--- src/rtl/input_conditioner.sv ---
// input_conditioner: synchronise and debounce buttons and sw[0],
// emit press pulses and a long-hold trigger for sw[0].
module input_conditioner #(
  parameter int TICK_DIV       = 100000,
  parameter int DEBOUNCE_TICKS = 20,
  parameter int HOLD_TICKS     = 4000
) (
  input  logic clk,
  input  logic notReset,
  input  logic btnL_raw,
  input  logic btnR_raw,
  input  logic btnC_raw,
  input  logic sw0_raw,
  output logic btnL,
  output logic btnR,
  output logic btnC,
  output logic btnL_press,
  output logic btnR_press,
  output logic btnC_press,
  output logic B2_trigger
);

  localparam int TW =
    (TICK_DIV > 1) ? $clog2(TICK_DIV) : 1;
  localparam int DW = $clog2(DEBOUNCE_TICKS + 1);
  localparam int HW = $clog2(HOLD_TICKS + 1);

  typedef enum logic [1:0] {
    OFF,
    COUNTING,
    ARMED
  } hold_e;

  logic [TW-1:0] tick_cnt;
  logic          tick;

  assign tick = (tick_cnt == TW'(TICK_DIV - 1));

  always_ff @(posedge clk or negedge notReset) begin
    if (!notReset) begin
      tick_cnt <= '0;
    end else if (tick) begin
      tick_cnt <= '0;
    end else begin
      tick_cnt <= tick_cnt + 1'b1;
    end
  end

  // bit order: 0=L, 1=R, 2=C, 3=sw0
  logic [3:0]    raw;
  logic [3:0]    sync_q1;
  logic [3:0]    sync_q2;
  logic [3:0]    level;
  logic [2:0]    level_d;
  logic [DW-1:0] db_cnt [4];

  assign raw = {sw0_raw, btnC_raw, btnR_raw, btnL_raw};

  always_ff @(posedge clk or negedge notReset) begin
    if (!notReset) begin
      sync_q1 <= '0;
      sync_q2 <= '0;
      level_d <= '0;
    end else begin
      sync_q1 <= raw;
      sync_q2 <= sync_q1;
      level_d <= level[2:0];
    end
  end

  // a matching sample on any tick restarts the window
  always_ff @(posedge clk or negedge notReset) begin
    if (!notReset) begin
      level <= '0;
      for (int i = 0; i < 4; i++) begin
        db_cnt[i] <= '0;
      end
    end else if (tick) begin
      for (int i = 0; i < 4; i++) begin
        if (sync_q2[i] == level[i]) begin
          db_cnt[i] <= '0;
        end else if (db_cnt[i] ==
                     DW'(DEBOUNCE_TICKS - 1)) begin
          level[i]  <= sync_q2[i];
          db_cnt[i] <= '0;
        end else begin
          db_cnt[i] <= db_cnt[i] + 1'b1;
        end
      end
    end
  end

  assign btnL = level[0];
  assign btnR = level[1];
  assign btnC = level[2];

  assign btnL_press = level[0] & ~level_d[0];
  assign btnR_press = level[1] & ~level_d[1];
  assign btnC_press = level[2] & ~level_d[2];

  logic          sw0_db;
  hold_e         state;
  hold_e         state_n;
  logic [HW-1:0] hold_cnt;
  logic [HW-1:0] hold_cnt_n;

  assign sw0_db = level[3];

  always_ff @(posedge clk or negedge notReset) begin
    if (!notReset) begin
      state      <= OFF;
      hold_cnt   <= '0;
      B2_trigger <= 1'b0;
    end else begin
      state      <= state_n;
      hold_cnt   <= hold_cnt_n;
      B2_trigger <= (state_n == ARMED);
    end
  end

  always_comb begin
    state_n    = state;
    hold_cnt_n = hold_cnt;
    unique case (state)
      OFF: begin
        hold_cnt_n = '0;
        if (sw0_db) begin
          state_n = COUNTING;
        end
      end
      COUNTING: begin
        if (!sw0_db) begin
          state_n    = OFF;
          hold_cnt_n = '0;
        end else if (tick) begin
          hold_cnt_n = hold_cnt + 1'b1;
          if (hold_cnt == HW'(HOLD_TICKS - 1)) begin
            state_n = ARMED;
          end
        end
      end
      ARMED: begin
        if (!sw0_db) begin
          state_n    = OFF;
          hold_cnt_n = '0;
        end
      end
      default: begin
        state_n    = OFF;
        hold_cnt_n = '0;
      end
    endcase
  end

endmodule

--- config.mk ---
export PLATFORM = sky130hd
export DESIGN_NAME = input_conditioner
export DESIGN_NICKNAME = d
export VERILOG_FILES = /design/src/rtl/input_conditioner.sv
export SDC_FILE = /design/constraint.sdc
export NUM_CORES = 1
export LEC_CHECK = 0
export BUFFER_PORTS_ARGS = -buffer_cell sky130_fd_sc_hd__buf_2
export CORE_AREA = 2 2 87 81
export DETAILED_ROUTE_END_ITERATION = 10
export DIE_AREA = 0 0 89 83
export PLACE_DENSITY = 0.66
export SYNTH_ARGS = -nofsm -noshare
export SYNTH_HDL_FRONTEND = slang
export SYNTH_SLANG_ARGS = --single-unit
export TNS_END_PERCENT = 100
--- constraint.sdc ---
create_clock -name clk -period 2.8 [get_ports clk]
set_input_delay 0.42 -clock clk [delete_from_list [all_inputs] [get_ports clk]]
set_output_delay 0.42 -clock clk [all_outputs]
set_load 0.005 [all_outputs]
==> results.md, run 1 <==
- Status: complete, no violations
- Final critical-path required period: 2340 ps
- Worst-path fanout max: 11
- Initial antenna violation count: 0
- CTS Buffer Depth: 2
- Post-Syn Nets: 334
- Hold WS: 174 ps
- Fin nets: 357
- Area Growth Syn to Fin: 12.9%
- CP Capture Type: register
- Post-CTS setup buffers: 0
- Seq/Total Area, Yosys: 0.528
- Synth unique cells: 46
- Crit path capture: level[1]
- IO buf count: 12
- WL per Instance: 13.7 µm
- Final setup violation count: 0
- Multi-input logic area: 0.00144 mm²
- CTS-repair resized insts: 0
- Antenna cells: 0
- Worst reg2reg path depth: 6
- CTS tree: done
- Initial DRC count: 123
- First-pass GRT wire length: 10,600 µm
- Total number of vias: 2,419
- Starting Density: 0.492
- R2R Setup Slk: 460 ps
- Worst slew pin tran: 697 ps
- Power Density: 536 mW/mm²
- Worst EP arrival: 2580 ps
- GRT Util Overall: 0.182
- Die area: 0.00739 mm²
- CP Launch Point: tick_cnt[0]
- Worst setup SP type: register
- Max Freq: 427 MHz
- Syn Area/Cell: 9.86 µm²
- Clk sinks: 67
- FF+latch count, synth: 67
- Grt ovf: 0
- Antenna viol nets, final: 0
- Drt pass-1 iters: 4
- WP data required: 3040 ps
- Max-cap viol count: 0
- Clock-pin slew on the worst setup and hold paths: 80 ps
- Largest net degree at the start of global routing: 36
- Post-DP HPWL: 4110 µm
- DRC: 0
- Worst-path cell chain: ha_1, or4b_1, nor3_4, and2_2, nand2_1, mux2_4
- Via density per instance: 5.50
- Die height: 83 µm
- Final wirelength: 6040 µm
- Io pins: 13
- Syn Std Cell Area: 0.00317 mm²
- RSZ-0062 raised after global routing: no
- Cell Rows: 28
- Vias in the first global route: 2,279
- Register area: 0.00168 mm²
- Rel. slew slack: 0.529
- Worst path slowest cell: or4b_1
- Final GP Congestion: 0.828
- Reg-to-reg startpoint: tick_cnt[0]
- Leakage Power: 0.00162 µW
- Max-slew violation count: 0
- WS Path Type: register to register
- Hold Path Class: input pin to register
- Mapped Cells: 322
- Critical R2R Capture: level[1]
- Share of layout cells above drive strength 1: 0.131
- Clk root buf: clkbuf_8
- Total CTS buffers: 9
- Clk Latency, worst-skew pair: 350 ps
- Max incr delay on CP: 540 ps
- Syn. warnings: 0
- Layout fillers: 589
- Final period util: 0.837
- H-tree depth: 3
- Worst Skew: 8.83 ps
- Highest ir drop seen on vdd: 0.000320 V
- Die width: 89 µm
- Core box area: 0.00645 mm²
- Fin Setup TNS: 0 ps
- Hold Fails Final Rpt: 0
## layout by cell type (no fill, tap or decap), types with 2 or more instances in the layout
| cell type | n |
|---|---|
| mux2_2 | 3 |
| bufinv_16 | 2 |
| nor2_1 | 26 |
| nor2b_1 | 3 |
| or3_1 | 2 |
| xor2_1 | 6 |
| nand2b_1 | 5 |
| nor3_1 | 2 |
| nor3b_1 | 5 |
| o21ai_0 | 17 |
| a31oi_1 | 5 |
| buf_4 | 6 |
| ha_1 | 6 |
| inv_1 | 3 |
| nand2_1 | 47 |
| and2_1 | 3 |
| nor4b_1 | 2 |
| clkbuf_8 | 10 |
| buf_2 | 12 |
| nand3_1 | 50 |
| or2_2 | 2 |
| a21o_1 | 2 |
| mux2i_1 | 3 |
| o31ai_1 | 2 |
| nor4_1 | 3 |
| o211ai_1 | 5 |
| o311ai_0 | 2 |
| a21oi_1 | 5 |
| or4_1 | 7 |
| nand4_1 | 5 |
| clkinvlp_4 | 2 |
| dfrtp_1 | 67 |
| xnor2_1 | 9 |
| and3_1 | 4 |
## cell type report
cell class / instances / share of cell area
tap: 90 / 0.0314
timing repair buffer: 19 / 0.0321
inverter: 3 / 0.00314
clock inverter: 6 / 0.0248
clock buffer: 10 / 0.0384
sequential: 67 / 0.468
multi-input combinational: 245 / 0.402
## sequential cells by signal (all words and copies together), names as in the netlist
name	count
B2_trigger	1
db_cnt	20
hold_cnt	12
level	4
level_d	3
state	2
sync_q1	4
sync_q2	4
tick_cnt	17
## worst max-delay path, delay by kind of cell (launching register included)
| family | cells | cell delay, ps |
|---|---|---|
| simple gates | 4 | 1270 |
| fa+ha+maj | 1 | 260 |
| mux | 1 | 300 |
| flops | 1 | 410 |
## per-stage QoR
| step | cells | total power (µW) | setup slack, ps | cell area, µm² | util |
|---|---|---|---|---|---|
| 4_1_cts | 440 | 1950 | 472 | 3580 | 0.556 |
| 2_1_floorplan | 322 | 1000 | 674 | 3170 | - |
| 6_report | 440 | 1920 | 457 | 3580 | 0.556 |
| 3_5_place_dp | 423 | 1030 | 482 | 3350 | 0.519 |
| 5_1_grt | 440 | 2000 | 295 | 3580 | 0.556 |
| 3_3_place_gp | 423 | 1030 | 533 | 3350 | 0.519 |
## synth_stat cells, drive strengths merged
cell type   n  area [µm²]
nor2b       3        18.8
ha          6        75.1
inv         3        11.3
dfrtp      67        1680
clkbuf      2        7.51
nand3b      1        7.51
nor3        3        26.3
a211o       1        8.76
buf         5        37.5
o31ai       2        15.0
or4b        2        23.8
nor2       27         104
nand2b      5        31.3
and3        4        25.0
mux2i       3        30.0
and2        4        26.3
nor4        3        18.8
o211ai      5        37.5
xor2        6        52.6
or2         2        12.5
a21oi       5        25.0
nand2      48         183
o311ai      2        17.5
nor3b       5        37.5
o21ai      17        85.1
or3         2        12.5
nand3      50         250
or2b        2        16.3
a21o        2        15.0
mux2        4        48.8
a41oi       1        8.76
o2bb2ai     1        8.76
or4         7        52.6
nor4b       2        17.5
xnor2       9        78.8
nand4       5        31.3
o41ai       1        8.76
a31oi       5        31.3
## repair_timing
item                       4_1_cts  5_1_grt
setup endpoints to repair        0        0
hold buffers                     1        0
hold endpoints to repair         9        0
## how the worst min path moves through the flow
stage                         from          to  cells past startpoint
after global placement    notReset  db_cnt[12]                      1
after global routing      btnR_raw  sync_q1[1]                      1
after CTS                 btnR_raw  sync_q1[1]                      1
after floorplan           notReset  B2_trigger                      0
final                     btnR_raw  sync_q1[1]                      1
after detailed placement  notReset  db_cnt[12]                      1
## cells by family after synthesis
group / Yosys count / synth area share
fa+ha+maj: 6 / 0.0236
xor+xnor: 15 / 0.0414
buf+inv: 10 / 0.0177
compound gates: 42 / 0.0824
flops: 67 / 0.528
mux: 7 / 0.0248
simple gates: 175 / 0.282
## per-layer routing
metal	vias up	GRT usage	wire length (µm)
met1	1167	0.270	3110
met5	-	0	0
li1	1199	-	-
met4	0	0.0556	51
met3	9	0.0606	218
met2	44	0.251	2660
## where the power goes
group / switching [µW] / total, µW / internal [µW]
sequential: 2.52 / 975 / 973
clock: 387 / 912 / 525
combinational: 25.7 / 34.0 / 8.25
total: 415 / 1920 / 1510
(Power assumes the default switching activity.)
==> run 2: changes to the inputs <==
==> constraint.sdc (replaced) <==
create_clock -name clk -period 2.5 [get_ports clk]
set_input_delay 0.375 -clock clk [delete_from_list [all_inputs] [get_ports clk]]
set_output_delay 0.375 -clock clk [all_outputs]
set_load 0.005 [all_outputs]
==> run 2 against run 1 <==
Against the previous run:
- clock power fell by 21%
- power is 3.6% lower
- flip-flop and latch count unchanged
- core utilization is 1.0 points lower
- critical path depth is the same
- cell count is 0.45% lower
- clock skew shrank 1.6 ps
- die area did not move
- sequential share of layout area increased by 0.90 points
- via count decreased by 0.74%
- clock-buffer cell count up 1
- hold slack worse by 160 ps
==> results.md, run 2 (synthesized netlist as in run 1, its figures left out) <==
- Biggest register: db_cnt
- Grt ovf: 0 (unchanged)
- Cells after DPL: 424 (+0.24%)
- Total number of vias: 2,401 (-0.74%)
- WS Path Type: register to register
- Worst path slowest cell: or4_1
- Status: complete, no violations
- GRT Util Overall: 0.180 (-0.00153)
- Top flop regs: db_cnt: 20 flops, tick_cnt: 17 flops, hold_cnt: 12 flops
- Rel. slew slack: 0.629 (+0.100)
- Worst slew pin tran: 556 ps (-141 ps)
- Worst slack at placement: 179 ps (-303 ps)
- Starting Density: 0.492 (unchanged)
- Clk Latency, worst-skew pair: 340 ps (about the same)
- Final critical-path required period: 2350 ps (+6.03 ps)
- Worst setup SP type: register
- RSZ-0062 raised after global routing: no
- Clk root buf: clkbuf_8
- Clock-pin slew on the worst setup and hold paths: 70 ps (about the same)
- Fin Setup TNS: 0 ps (unchanged)
- Hold WS: 17.5 ps (-156 ps)
- Hold Path Class: input pin to asynchronous set/reset pin
- Area Growth Syn to Fin: 10.8%
- CP Capture Type: register
- Max-slew violation count: 0 (unchanged)
- Antenna viol nets, final: 0 (unchanged)
- DRC: 0 (unchanged)
- Crit path max-delay family: simple AND/OR/NAND/NOR gates
- Commonest non-fill, non-tap cell in the layout: dfrtp_1
- Worst Skew: 7.22 ps (-1.61 ps)
- Total CTS buffers: 9 (unchanged)
- Post-CTS setup buffers: 0 (unchanged)
- Non-Filler Instances: 438 (-0.45%)
- Io pins: 13 (unchanged)
- Final period util: 0.940 (+0.103)
- Worst-path cell chain: ha_1, or4b_1, nor3_4, nand2_2, or4_1, nand3_1
- Final GP Congestion: 0.820 (-0.98%)
- Final setup violation count: 0 (unchanged)
- Final wirelength: 5920 µm (-2.1%)
- Setup ws final: 151 ps (-306 ps)
- Power Density: 527 mW/mm² (-1.7%)
- Worst-path fanout max: 7 (-4)
- Initial DRC count: 108 (-12%)
- Die width: 89 µm (unchanged)
- Clk sinks: 67 (unchanged)
- Cts hold-fix bufs: 0 (-1)
- CTS-repair resized insts: 0 (unchanged)
- Cell Rows: 28 (unchanged)
- Largest net degree at the start of global routing: 45 (+25%)
- Core box area: 0.00645 mm² (unchanged)
- Post-DP HPWL: 4150 µm (+0.86%)
- Max Freq: 426 MHz (-0.26%)
- Highest ir drop seen on vdd: 0.000368 V (+15%)
- CTS tree: done
- Max FFs per register: 20 (unchanged)
- Hold Fails Final Rpt: 0 (unchanged)
- Via density per instance: 5.48 (-0.29%)
- Layout fillers: 615 (+4.4%)
- WP data required: 2770 ps (-270 ps)
- Antenna cells: 0 (unchanged)
- Initial antenna violation count: 0 (unchanged)
- Vias in the first global route: 2,208 (-3.1%)
- Die area: 0.00739 mm² (unchanged)
- Die height: 83 µm (unchanged)
- Most frequent cells in the layout: dfrtp_1, nand3_1, nand2_1
- Drt pass-1 iters: 4 (unchanged)
- Multi-input logic area: 0.00144 mm² (unchanged)
- Crit path buffers/inverters: 0 (unchanged)
- Leakage Power: 0.00159 µW (-1.7%)
- Max-cap viol count: 0 (unchanged)
- IO buf count: 12 (unchanged)
- Fin nets: 357 (unchanged)
- Max incr delay on CP: 550 ps (about the same)
- WL per Instance: 13.5 µm (-1.7%)
- Final core occ: 0.545 (-0.0105)
- First-pass GRT wire length: 10,400 µm (-1.9%)
- H-tree depth: 3 (unchanged)
- Share of layout cells above drive strength 1: 0.124 (-0.00787)
- Register area: 0.00168 mm² (unchanged)
- CTS Buffer Depth: 2 (unchanged)
- Worst EP arrival: 2620 ps (+40 ps)
==> run 2: cell types whose count changed in the layout (fill, tap and decap cells not counted) <==
cell,previous run,this run
buf_12,0,1
clkinv_4,1,0
dlygate4sd3_1,1,0
clkinv_2,1,2
clkbuf_8,10,9
clkbuf_1,0,2
bufinv_16,2,0
clkinvlp_4,2,1
==> run 2: layout make-up <==
class                   instances  area share
clock buffers                  11      0.0374
flip-flops and latches         67       0.477
inverters                       3     0.00320
clock inverters                 3     0.00498
multi-input cells             245       0.410
well taps                      90      0.0320
repair buffers                 19      0.0356
==> run 2: where the power goes <==
part | internal (µW) | total (µW) | switching (µW) | leakage [µW]
clock network | 345 | 721 | 375 | 0.0000750
registers | 1090 | 1090 | 3.03 | 0.000903
logic | 9.37 | 37.7 | 28.4 | 0.000612
==> run 2: final timing paths <==
path | start | cells after the start | to | slack, ps
worst max register to register | tick_cnt[0] | 6 | db_cnt[13] | 150
max in group asynchronous | notReset | 2 | state[0] | 1860
worst min-delay path | notReset | 1 | level_d[1] | 20
worst max-delay path | tick_cnt[0] | 6 | db_cnt[13] | 150
min in group clk | btnL_raw | 1 | sync_q1[0] | 140
worst min register to register | sync_q1[3] | 0 | sync_q2[3] | 350
==> run 2: stage by stage <==
stage	cell area, µm²	power [µW]
floorplan	3170	1120
global placement	3370	1150
detailed placement	3370	1150
CTS	3520	1890
global route	3520	1930
finish	3520	1850
==> run 2: per-layer routing <==
metal | global-route usage | vias up | share of wire | wire [µm]
li1 | - | 1204 | - | -
met1 | 0.276 | 1141 | 0.51 | 3030
met2 | 0.239 | 49 | 0.43 | 2540
met3 | 0.0577 | 7 | 0.046 | 271
met4 | 0.0611 | 0 | 0.012 | 71
met5 | 0 | - | 0 | 0
==> run 3: changes to the inputs <==
--- a/config.mk
+++ b/config.mk
@@ -5,11 +5,10 @@
 export SDC_FILE = /design/constraint.sdc
 export NUM_CORES = 1
 export LEC_CHECK = 0
-export BUFFER_PORTS_ARGS = -buffer_cell sky130_fd_sc_hd__buf_2
 export CORE_AREA = 2 2 87 81
 export DETAILED_ROUTE_END_ITERATION = 10
 export DIE_AREA = 0 0 89 83
-export PLACE_DENSITY = 0.66
+export DONT_BUFFER_PORTS = 1
 export SYNTH_ARGS = -nofsm -noshare
 export SYNTH_HDL_FRONTEND = slang
 export SYNTH_SLANG_ARGS = --single-unit
==> run 3 against run 2 <==
Against the previous run:
- core utilization rose by 0.17 points
- largest power group unchanged
- via count fell by 3.3%
- critical endpoint unchanged
- cell count fell by 2.3%
- sequential power barely moved
- power rose by 13%
- non-clock buffer count fell by 12
- clock skew fell by 0.95 ps
==> results.md, run 3 (synthesized netlist as in run 1, its figures left out) <==
- Worst slew pin tran: 401 ps (-155 ps)
- Logic pwr share: 0.018 (-0.002)
- Antenna viol nets, final: 0 (unchanged)
- Total number of vias: 2,322 (-3.3%)
- Max Freq: 428 MHz (+0.63%)
- Clk Latency, worst-skew pair: 340 ps (about the same)
- Placed instance area: 0.00328 mm² (-2.6%)
- Commonest non-fill, non-tap cell in the layout: dfrtp_1
- Hold WS: 55.2 ps (+37.6 ps)
- Post-DP HPWL: 4020 µm (-3.1%)
- Final wirelength: 5960 µm (+0.74%)
- Clock power share: 0.460 (+0.071)
- Power Density: 593 mW/mm² (+13%)
- Final GP Congestion: 0.804 (-2.0%)
- Fin nets: 345 (-3.4%)
- Leakage Power: 0.00156 µW (-1.8%)
- DRC: 0 (unchanged)
- Grt ovf: 0 (unchanged)
- Total Power: 2090 µW (+13%)
- Starting Density: 0.492 (unchanged)
- Clk root buf: clkbuf_8
- CTS Buffer Depth: 2 (unchanged)
- Antenna cells: 0 (unchanged)
- Clk sinks: 67 (unchanged)
- IO buf count: 0 (-12)
- Sequential share of power: 0.523 (-0.067)
- Drt pass-1 iters: 5 (+1)
- Core box area: 0.00645 mm² (unchanged)
- Worst EP arrival: 2620 ps (about the same)
- Worst Skew: 6.27 ps (-0.951 ps)
- Max incr delay on CP: 540 ps (about the same)
- Internal power: 1660 µW (+15%)
- Worst-path fanout max: 7 (unchanged)
- Final instance area: 0.00353 mm² (+0.32%)
- Max-cap viol count: 0 (unchanged)
- Final setup violation count: 0 (unchanged)
- CP Capture Type: register
- WL per Instance: 13.9 µm (+3.1%)
- Final critical-path required period: 2330 ps (-14.6 ps)
- Status: complete, no violations
- Total CTS buffers: 9 (unchanged)
- First-pass GRT wire length: 10,200 µm (-1.9%)
- WS Path Type: register to register
- Die width: 89 µm (unchanged)
- Die area: 0.00739 mm² (unchanged)
- Worst-path cell chain: ha_1, or4b_1, nor3_4, nand2_2, or4_1, nand3_1
- Switching Share: 0.207 (-0.0123)
- Clock-pin slew on the worst setup and hold paths: 70 ps (about the same)
- Hold Fails Final Rpt: 0 (unchanged)
- Biggest register: db_cnt
- Highest ir drop seen on vdd: 0.000366 V (-0.39%)
- Post-CTS setup buffers: 0 (unchanged)
- Rel. slew slack: 0.730 (+0.101)
- Cell Rows: 28 (unchanged)
- Worst path slowest cell: or4_1
- Die height: 83 µm (unchanged)
- Crit path buffers/inverters: 0 (unchanged)
- Via density per instance: 5.43 (-1.0%)
- Worst setup SP type: register
- Initial antenna violation count: 0 (unchanged)
- Hold Path Class: input pin to register
- Share of layout cells above drive strength 1: 0.0947 (-0.0289)
- Final period util: 0.934 (-0.00586)
- Top flop regs: db_cnt: 20 flops, tick_cnt: 17 flops, hold_cnt: 12 flops
- Area Growth Syn to Fin: 11.1%
- Max-slew violation count: 0 (unchanged)
- Most frequent cells in the layout: dfrtp_1, nand3_1, nand2_1
- Vias in the first global route: 2,193 (-0.68%)
- Fin Setup TNS: 0 ps (unchanged)
- RSZ-0062 raised after global routing: no
- WP data required: 2780 ps (about the same)
- GRT Util Overall: 0.176 (-0.00394)
- Max FFs per register: 20 (unchanged)
- Initial DRC count: 135 (+25%)
- NetSw: 433 µW (+6.6%)
- H-tree depth: 3 (unchanged)
- CTS tree: done
- Crit path max-delay family: simple AND/OR/NAND/NOR gates
- Io pins: 13 (unchanged)
- Largest net degree at the start of global routing: 68 (+51%)
[run 3: layer usage]
layer,part of all wire,vias to the layer above,track usage
met5,0,-,0
met4,0.012,0,0.0583
met3,0.032,10,0.0527
met2,0.43,22,0.252
met1,0.52,1115,0.255
li1,-,1175,-
[run 3: worst paths after layout]
path                             startpoint          end  slack, ps  cells past startpoint
worst min register to register   sync_q1[3]   sync_q2[3]        350                      0
worst max register to register  tick_cnt[0]   db_cnt[13]        170                      6
max in group asynchronous          notReset  hold_cnt[0]       1650                      2
min in group asynchronous          notReset   db_cnt[12]        570                      2
worst max-delay path            tick_cnt[0]   db_cnt[13]        170                      6
worst min-delay path                sw0_raw   sync_q1[3]         60                      0
[run 3: power by group through the flow]
stage	registers, µW	logic, µW	clock network, µW
finish	1090	37.1	961
global route	1090	44.1	1030
CTS	1090	39.3	985
detailed placement	1110	10.8	0
global placement	1110	11.1	0
floorplan	1110	8.60	0
[run 3: through the flow]
stage / cells / setup slack [ps] / util
after CTS: 428 / 146 / 0.547
after floorplan: 322 / 374 / -
after global placement: 410 / 223 / 0.509
final: 428 / 166 / 0.547
after global routing: 428 / 5.81 / 0.547
after detailed placement: 410 / 170 / 0.509
[run 3: layout make-up]
class / count / area [µm²]
Inverter: 3 / 11.3
Clock buffer: 11 / 131
Multi-Input combinational cell: 245 / 1440
Tap cell: 90 / 113
Sequential cell: 67 / 1680
Clock inverter: 5 / 77.6
Fill cell: 609 / 2920
Timing Repair Buffer: 7 / 75.1
[run 3: timing repair]
| item | CTS | global route |
|---|---|---|
| resized for setup | 0 | 1 |
| hold buffers | 2 | 0 |
| endpoints found under the hold margin | 67 | 0 |
| setup endpoints to repair | 0 | 1 |
